<file path="config.mk">
export PLATFORM = sky130hd
export DESIGN_NAME = ex_mem_flag_stage
export DESIGN_NICKNAME = d
export VERILOG_FILES = /design/src/rtl/wisc_pkg.sv /design/src/rtl/branch_cond_eval.sv /design/src/rtl/ex_mem_flag_stage.sv
export SDC_FILE = /design/constraint.sdc
export NUM_CORES = 1
export LEC_CHECK = 0
export BUFFER_PORTS_ARGS = -buffer_cell sky130_fd_sc_hd__buf_4
export CAP_MARGIN = 20
export CORE_UTILIZATION = 43
export CTS_BUF_LIST = sky130_fd_sc_hd__clkbuf_8
export DETAILED_ROUTE_END_ITERATION = 16
export PLACE_DENSITY_LB_ADDON = 0.12
export SLEW_MARGIN = 0
export SYNTH_ARGS = -nofsm -noshare
export SYNTH_HDL_FRONTEND = slang
export SYNTH_SLANG_ARGS = --single-unit
</file>
<file path="constraint.sdc">
create_clock -name clk -period 1.54 [get_ports clk]
set_clock_uncertainty 0.15 [all_clocks]
set_input_delay 0.077 -clock clk [delete_from_list [all_inputs] [get_ports clk]]
set_output_delay 0.077 -clock clk [all_outputs]
set_load 0.02 [all_outputs]
</file>
<file path="src/rtl/wisc_pkg.sv">
// Shared opcode, condition-code and flag types for the WISC pipeline.
package wisc_pkg;

    localparam int DATA_W     = 16;
    localparam int REG_ADDR_W = 4;

    typedef enum logic [3:0] {
        OP_ADD    = 4'h0,
        OP_SUB    = 4'h1,
        OP_XOR    = 4'h2,
        OP_RED    = 4'h3,
        OP_SLL    = 4'h4,
        OP_SRA    = 4'h5,
        OP_ROR    = 4'h6,
        OP_PADDSB = 4'h7,
        OP_LW     = 4'h8,
        OP_SW     = 4'h9,
        OP_LLB    = 4'hA,
        OP_LHB    = 4'hB,
        OP_B      = 4'hC,
        OP_BR     = 4'hD,
        OP_PCS    = 4'hE,
        OP_HLT    = 4'hF
    } opcode_t;

    typedef enum logic [2:0] {
        CC_NEQ    = 3'b000,
        CC_EQ     = 3'b001,
        CC_GT     = 3'b010,
        CC_LT     = 3'b011,
        CC_GTE    = 3'b100,
        CC_LTE    = 3'b101,
        CC_OVFL   = 3'b110,
        CC_UNCOND = 3'b111
    } cond_t;

    typedef struct packed {
        logic z;
        logic v;
        logic n;
    } flags_t;

endpackage

</file>
<file path="src/rtl/branch_cond_eval.sv">
// Combinational branch-condition evaluator; shared with the ID-stage branch unit.
module branch_cond_eval
    import wisc_pkg::*;
(
    input  flags_t flags,
    input  cond_t  cond,
    output logic   taken
);

    // Map each condition code onto the Z/V/N flags.
    always_comb begin
        taken = 1'b0;
        case (cond)
            CC_NEQ:    taken = !flags.z;
            CC_EQ:     taken = flags.z;
            CC_GT:     taken = !flags.z && !flags.n;
            CC_LT:     taken = flags.n;
            CC_GTE:    taken = flags.z || (!flags.z && !flags.n);
            CC_LTE:    taken = flags.n || flags.z;
            CC_OVFL:   taken = flags.v;
            CC_UNCOND: taken = 1'b1;
            default:   taken = 1'b0;
        endcase
    end

endmodule

</file>
<file path="src/rtl/ex_mem_flag_stage.sv">
// EX/MEM pipeline register plus the architectural Z/V/N flag register and
// branch-condition evaluation for the branch unit.
module ex_mem_flag_stage #(
    parameter int DATA_W      = wisc_pkg::DATA_W,
    parameter int REG_ADDR_W  = wisc_pkg::REG_ADDR_W,
    parameter bit FLAG_BYPASS = 1'b0
) (
    input  logic                  clk,
    input  logic                  rst,
    input  logic                  stall,
    input  logic                  flush,
    input  logic                  ex_valid,
    input  logic [3:0]            ex_opcode,
    input  logic [DATA_W-1:0]     ex_alu_result,
    input  logic                  ex_ovfl,
    input  logic [REG_ADDR_W-1:0] ex_dst_reg,
    input  logic                  ex_reg_wen,
    input  logic [2:0]            cond_code,
    output logic                  mem_valid,
    output logic [DATA_W-1:0]     mem_alu_result,
    output logic [REG_ADDR_W-1:0] mem_dst_reg,
    output logic                  mem_reg_wen,
    output logic                  flag_z,
    output logic                  flag_v,
    output logic                  flag_n,
    output logic                  branch_taken
);

    import wisc_pkg::*;

    logic                  valid_q,  valid_d;
    logic [DATA_W-1:0]     result_q, result_d;
    logic [REG_ADDR_W-1:0] dst_q,    dst_d;
    logic                  wen_q,    wen_d;
    flags_t                flags_q,  flags_d;
    flags_t                flags_eff;
    logic                  adv;
    logic                  flag_upd;

    assign adv      = !stall;
    assign flag_upd = adv && !flush && ex_valid;

    // Stage-register next state: flush bubbles (data held), stall holds, else capture.
    always_comb begin
        valid_d  = valid_q;
        result_d = result_q;
        dst_d    = dst_q;
        wen_d    = wen_q;
        if (flush) begin
            valid_d = 1'b0;
            wen_d   = 1'b0;
        end else if (adv) begin
            valid_d  = ex_valid;
            result_d = ex_alu_result;
            dst_d    = ex_dst_reg;
            wen_d    = ex_reg_wen && ex_valid;
        end
    end

    // Flag next state: arithmetic ops set all three, logic/shift ops set Z only.
    always_comb begin
        flags_d = flags_q;
        if (flag_upd) begin
            case (opcode_t'(ex_opcode))
                OP_ADD, OP_SUB: begin
                    flags_d.z = (ex_alu_result == '0);
                    flags_d.n = ex_alu_result[DATA_W-1];
                    flags_d.v = ex_ovfl;
                end
                OP_XOR, OP_SLL, OP_SRA, OP_ROR: begin
                    flags_d.z = (ex_alu_result == '0);
                end
                default: flags_d = flags_q;
            endcase
        end
    end

    // State registers with synchronous reset.
    always_ff @(posedge clk) begin
        if (rst) begin
            valid_q  <= 1'b0;
            result_q <= '0;
            dst_q    <= '0;
            wen_q    <= 1'b0;
            flags_q  <= '0;
        end else begin
            valid_q  <= valid_d;
            result_q <= result_d;
            dst_q    <= dst_d;
            wen_q    <= wen_d;
            flags_q  <= flags_d;
        end
    end

    // With bypass, a qualifying flag write is visible to the branch in the same cycle.
    assign flags_eff = (FLAG_BYPASS && flag_upd) ? flags_d : flags_q;

    branch_cond_eval u_cond (
        .flags (flags_eff),
        .cond  (cond_t'(cond_code)),
        .taken (branch_taken)
    );

    assign mem_valid      = valid_q;
    assign mem_alu_result = result_q;
    assign mem_dst_reg    = dst_q;
    assign mem_reg_wen    = wen_q;
    assign flag_z         = flags_q.z;
    assign flag_v         = flags_q.v;
    assign flag_n         = flags_q.n;

endmodule

</file>
==> impl_metrics.csv <==
group,metric,value,unit
synthesis,synth_top_area_cell,"dfxtp_1",
sta,period_minus_slack,1.51,ns
synthesis,yosys.area_share.adder,1.02,%
pwr,peakVddDrop,0.000642,V
floorplanning,die_y,49.8,µm
synthesis,syn_area,983,µm²
hold_path,hold_class,"input port to flip-flop",
critical_path,crit_type,"flip-flop to output port",
critical_path,worstPathRequired,1.31,ns
synthesis,synthTopCellsByArea,"dfxtp_1, nand2_1, a21oi_1",
run_status,status,"finished, violations left",
pwr,p_leak,0.783,nW
detailed_routing,first_pass_iters,4,
detailed_routing,routed_wl,2950,µm
floorplanning,start_util,47.7,%
synthesis,synth_enable_flop_cells,0,
sta,slew_viol_final,0,
synthesis,ys.flop_type,"dfxtp_1",
detailed_routing,drc,0,
synthesis,synth_top_area_share,50.9,%
layout,filler_cell_count,127,
sta,period_share,98.2,%
synthesis,async_reset_ff_share,0,%
critical_path,startpoint_type,"flip-flop",
synthesis,muxShareOfSynthArea,2.04,%
sta,worstMarginPinSlew,0.383,ns
layout,drive_gt1_share,34.4,%
floorplanning,core-area,2060,µm²
detailed_routing,antenna_left,0,
layout,final_cells,236,
synthesis,syn-instance-count,126,
clocking,clockRootBuffer,"clkbuf_8",
detailed_routing,avgViaCountPerCell,4.98,
critical_path,startpoint,"flag_n",
global_route,grt_max_degree,27,
clocking,clock-sinks,25,
floorplanning,ios,60,
clocking,clk_pin_slew,0.08,ns
synthesis,ys_seq_area_share,50.9,%
critical_path,rr_worst_depth,3,
clocking,insertion_delay,0.26,ns
synthesis,synth_cell_type_count,23,
job,cap_violations,0,
layout,final_area,1760,µm²
synthesis,synth-simple-area-share,29.0,%
place,hpwlAfterDp,1860,µm
clocking,cts_tree,"yes",
floorplanning,row_count,16,
layout,largest_register_ffs,16,
sta,hold_ws,-0.000314,ns
layout,final_core_util,85.3,%
clocking,cts_buffer_depth,2,
critical_path,crit_end,"branch_taken",
synthesis,synth_compound_area_share,14.0,%
clocking,htree_num_levels,1,
detailed_routing,num_vias,1175,
layout,nets,244,
pwr,pwr_density_cell,765,nW/µm²
sta,rsz0062_at_grt,"true",
floorplanning,die_w,49.8,µm
global_route,grt_usage,25.6,%
synthesis,synth_fp_nets,160,
synthesis,ys_seq_elements,25,
sta,setup_violations,0,
run_status,failed_checks,"negative hold slack",
sta,hold_viol_final,1,
critical_path,rr_endpoint,"mem_reg_wen",
critical_path,critPathArrivalTime,1.29,ns
synthesis,yosys_warnings,0,
clocking,cts_buffers,3,
layout,antenna_cells,0,
global_route,grt_pass1_vias,1157,
global_route,grt_pass1_wl,4910,µm
global_route,grt_antenna_before_repair,0,
place,gp_congestion,0.725,
detailed_routing,drt_iter0_markers,13,
place,placedInstanceArea,1460,µm²
critical_path,r2r_start,"mem_reg_wen",
place,portBuffers,59,
critical_path,worstSetupEndpointType,"output port",
place,placed_cells,208,
synthesis,avgSynthCellArea,7.81,µm²
floorplanning,dieArea,2480,µm²
sta,max_freq,661,MHz
global_route,grt_overflow_total,0,
detailed_routing,routedWlPerCell,12.5,µm
sta,slew-limit-headroom,74.5,%
synthesis,synth_top_family_by_area,"simple AND/OR/NAND/NOR gates",
synthesis,synthXorXnorAreaFrac,0,%
layout,area_growth_syn_to_layout,78.8,%
critical_path,crit_fanout,2,
critical_path,reg2reg_setup_slack,0.16,ns
## report_power, final
| part | switching, mW | internal (mW) |
|---|---|---|
| logic | 0.130 | 0.155 |
| clock network | 0.197 | 0.178 |
| registers | 0.0131 | 0.672 |
| total | 0.341 | 1.00 |
## cells in the mapped netlist (2+ instances only)
| master | instances |
|---|---|
| nor4_1 | 2 |
| nor2_1 | 5 |
| or4_1 | 2 |
| dfxtp_1 | 25 |
| clkbuf_1 | 6 |
| mux2i_1 | 2 |
| nor2b_1 | 2 |
| nand3b_1 | 2 |
| nor3b_1 | 2 |
| a21oi_1 | 21 |
| nand2_1 | 41 |
| nor3_1 | 3 |
| nand3_1 | 3 |
## what timing repair did
action | in CTS | in global routing
pin swaps | 3 | 1
hold buffers | 23 | 0
resized for setup | 4 | 1
buffers inserted | 1 | 0
endpoints found under the setup margin | 1 | 2
hold endpoints to repair | 25 | 0
## how the worst min path moves through the flow
stage | from | endpoint | slack, ns | cells past startpoint
after floorplan | flush | mem_reg_wen | 0.006 | 1
after global placement | flush | mem_reg_wen | 0.13 | 2
after detailed placement | flush | mem_reg_wen | 0.14 | 2
after CTS | stall | mem_valid | 0.004 | 3
after global routing | rst | flag_n | 0.03 | 2
final | stall | mem_valid | -0.0003 | 3
## cell usage in the layout (no fill, tap or decap)
cell type / Yosys / routed
buf_4: 0 / 63
nand2_1: 41 / 41
dfxtp_1: 25 / 24
dlygate4sd3_1: 0 / 23
a21oi_1: 21 / 21
nor2_1: 5 / 5
nand3_1: 3 / 3
clkbuf_8: 0 / 3
inv_1: 1 / 2
nor2b_1: 2 / 2
o21ai_1: 1 / 2
nand3b_1: 2 / 2
nor3_1: 3 / 2
nor4_1: 2 / 2
or4_1: 2 / 2
mux2i_1: 2 / 2
nor3b_1: 2 / 1
nand2b_1: 1 / 1
a31oi_1: 1 / 1
maj3_2: 0 / 1
nor3b_2: 0 / 1
a311oi_2: 0 / 1
or2_2: 1 / 1
a22oi_1: 1 / 1
nor3_2: 0 / 1
dfxtp_2: 0 / 1
## layer usage
metal  part of all wire [%]  global-route usage [%]  wire, µm  vias to the layer above
li1                       -                       -         -                      587
met1                     42                    29.5      1240                      536
met2                     50                    45.9      1480                       46
met3                    6.2                    5.56       182                        6
met4                    1.6                    8.57        47                        0
met5                      0                       0         0                        -
## per-stage QoR
stage,TNS (ns),power [mW],worst slack (ns)
6_report,0,1.35,0.0270
5_1_grt,-0.0220,1.40,-0.0220
4_1_cts,0,1.35,0.00000144
3_5_place_dp,0,0.933,0.0919
3_3_place_gp,0,0.927,0.132
2_1_floorplan,0,0.801,0.0571
## critical path: stages, from the launching register on
cell      delay (ns)
dfxtp_2         0.33
maj3_2          0.30
nor3b_2         0.17
a311oi_2        0.06
buf_4           0.17
## final cells by class
| cell class | instances | area (µm²) | share of cell area, % |
|---|---|---|---|
| clock inverter | 1 | 3.75 | 0.214 |
| timing repair buffer | 86 | 703 | 40.0 |
| tap | 27 | 33.8 | 1.92 |
| sequential | 25 | 502 | 28.5 |
| inverter | 1 | 3.75 | 0.214 |
| clock buffer | 3 | 41.3 | 2.35 |
| multi-input combinational | 93 | 470 | 26.8 |
## kinds of logic after synthesis
| group | after synthesis |
|---|---|
| mux | 2 |
| compound gates | 26 |
| simple gates | 64 |
| fa+ha+maj | 1 |
| flops | 25 |
| buf+inv | 8 |
Note: power is estimated with default switching activity, not from simulation.
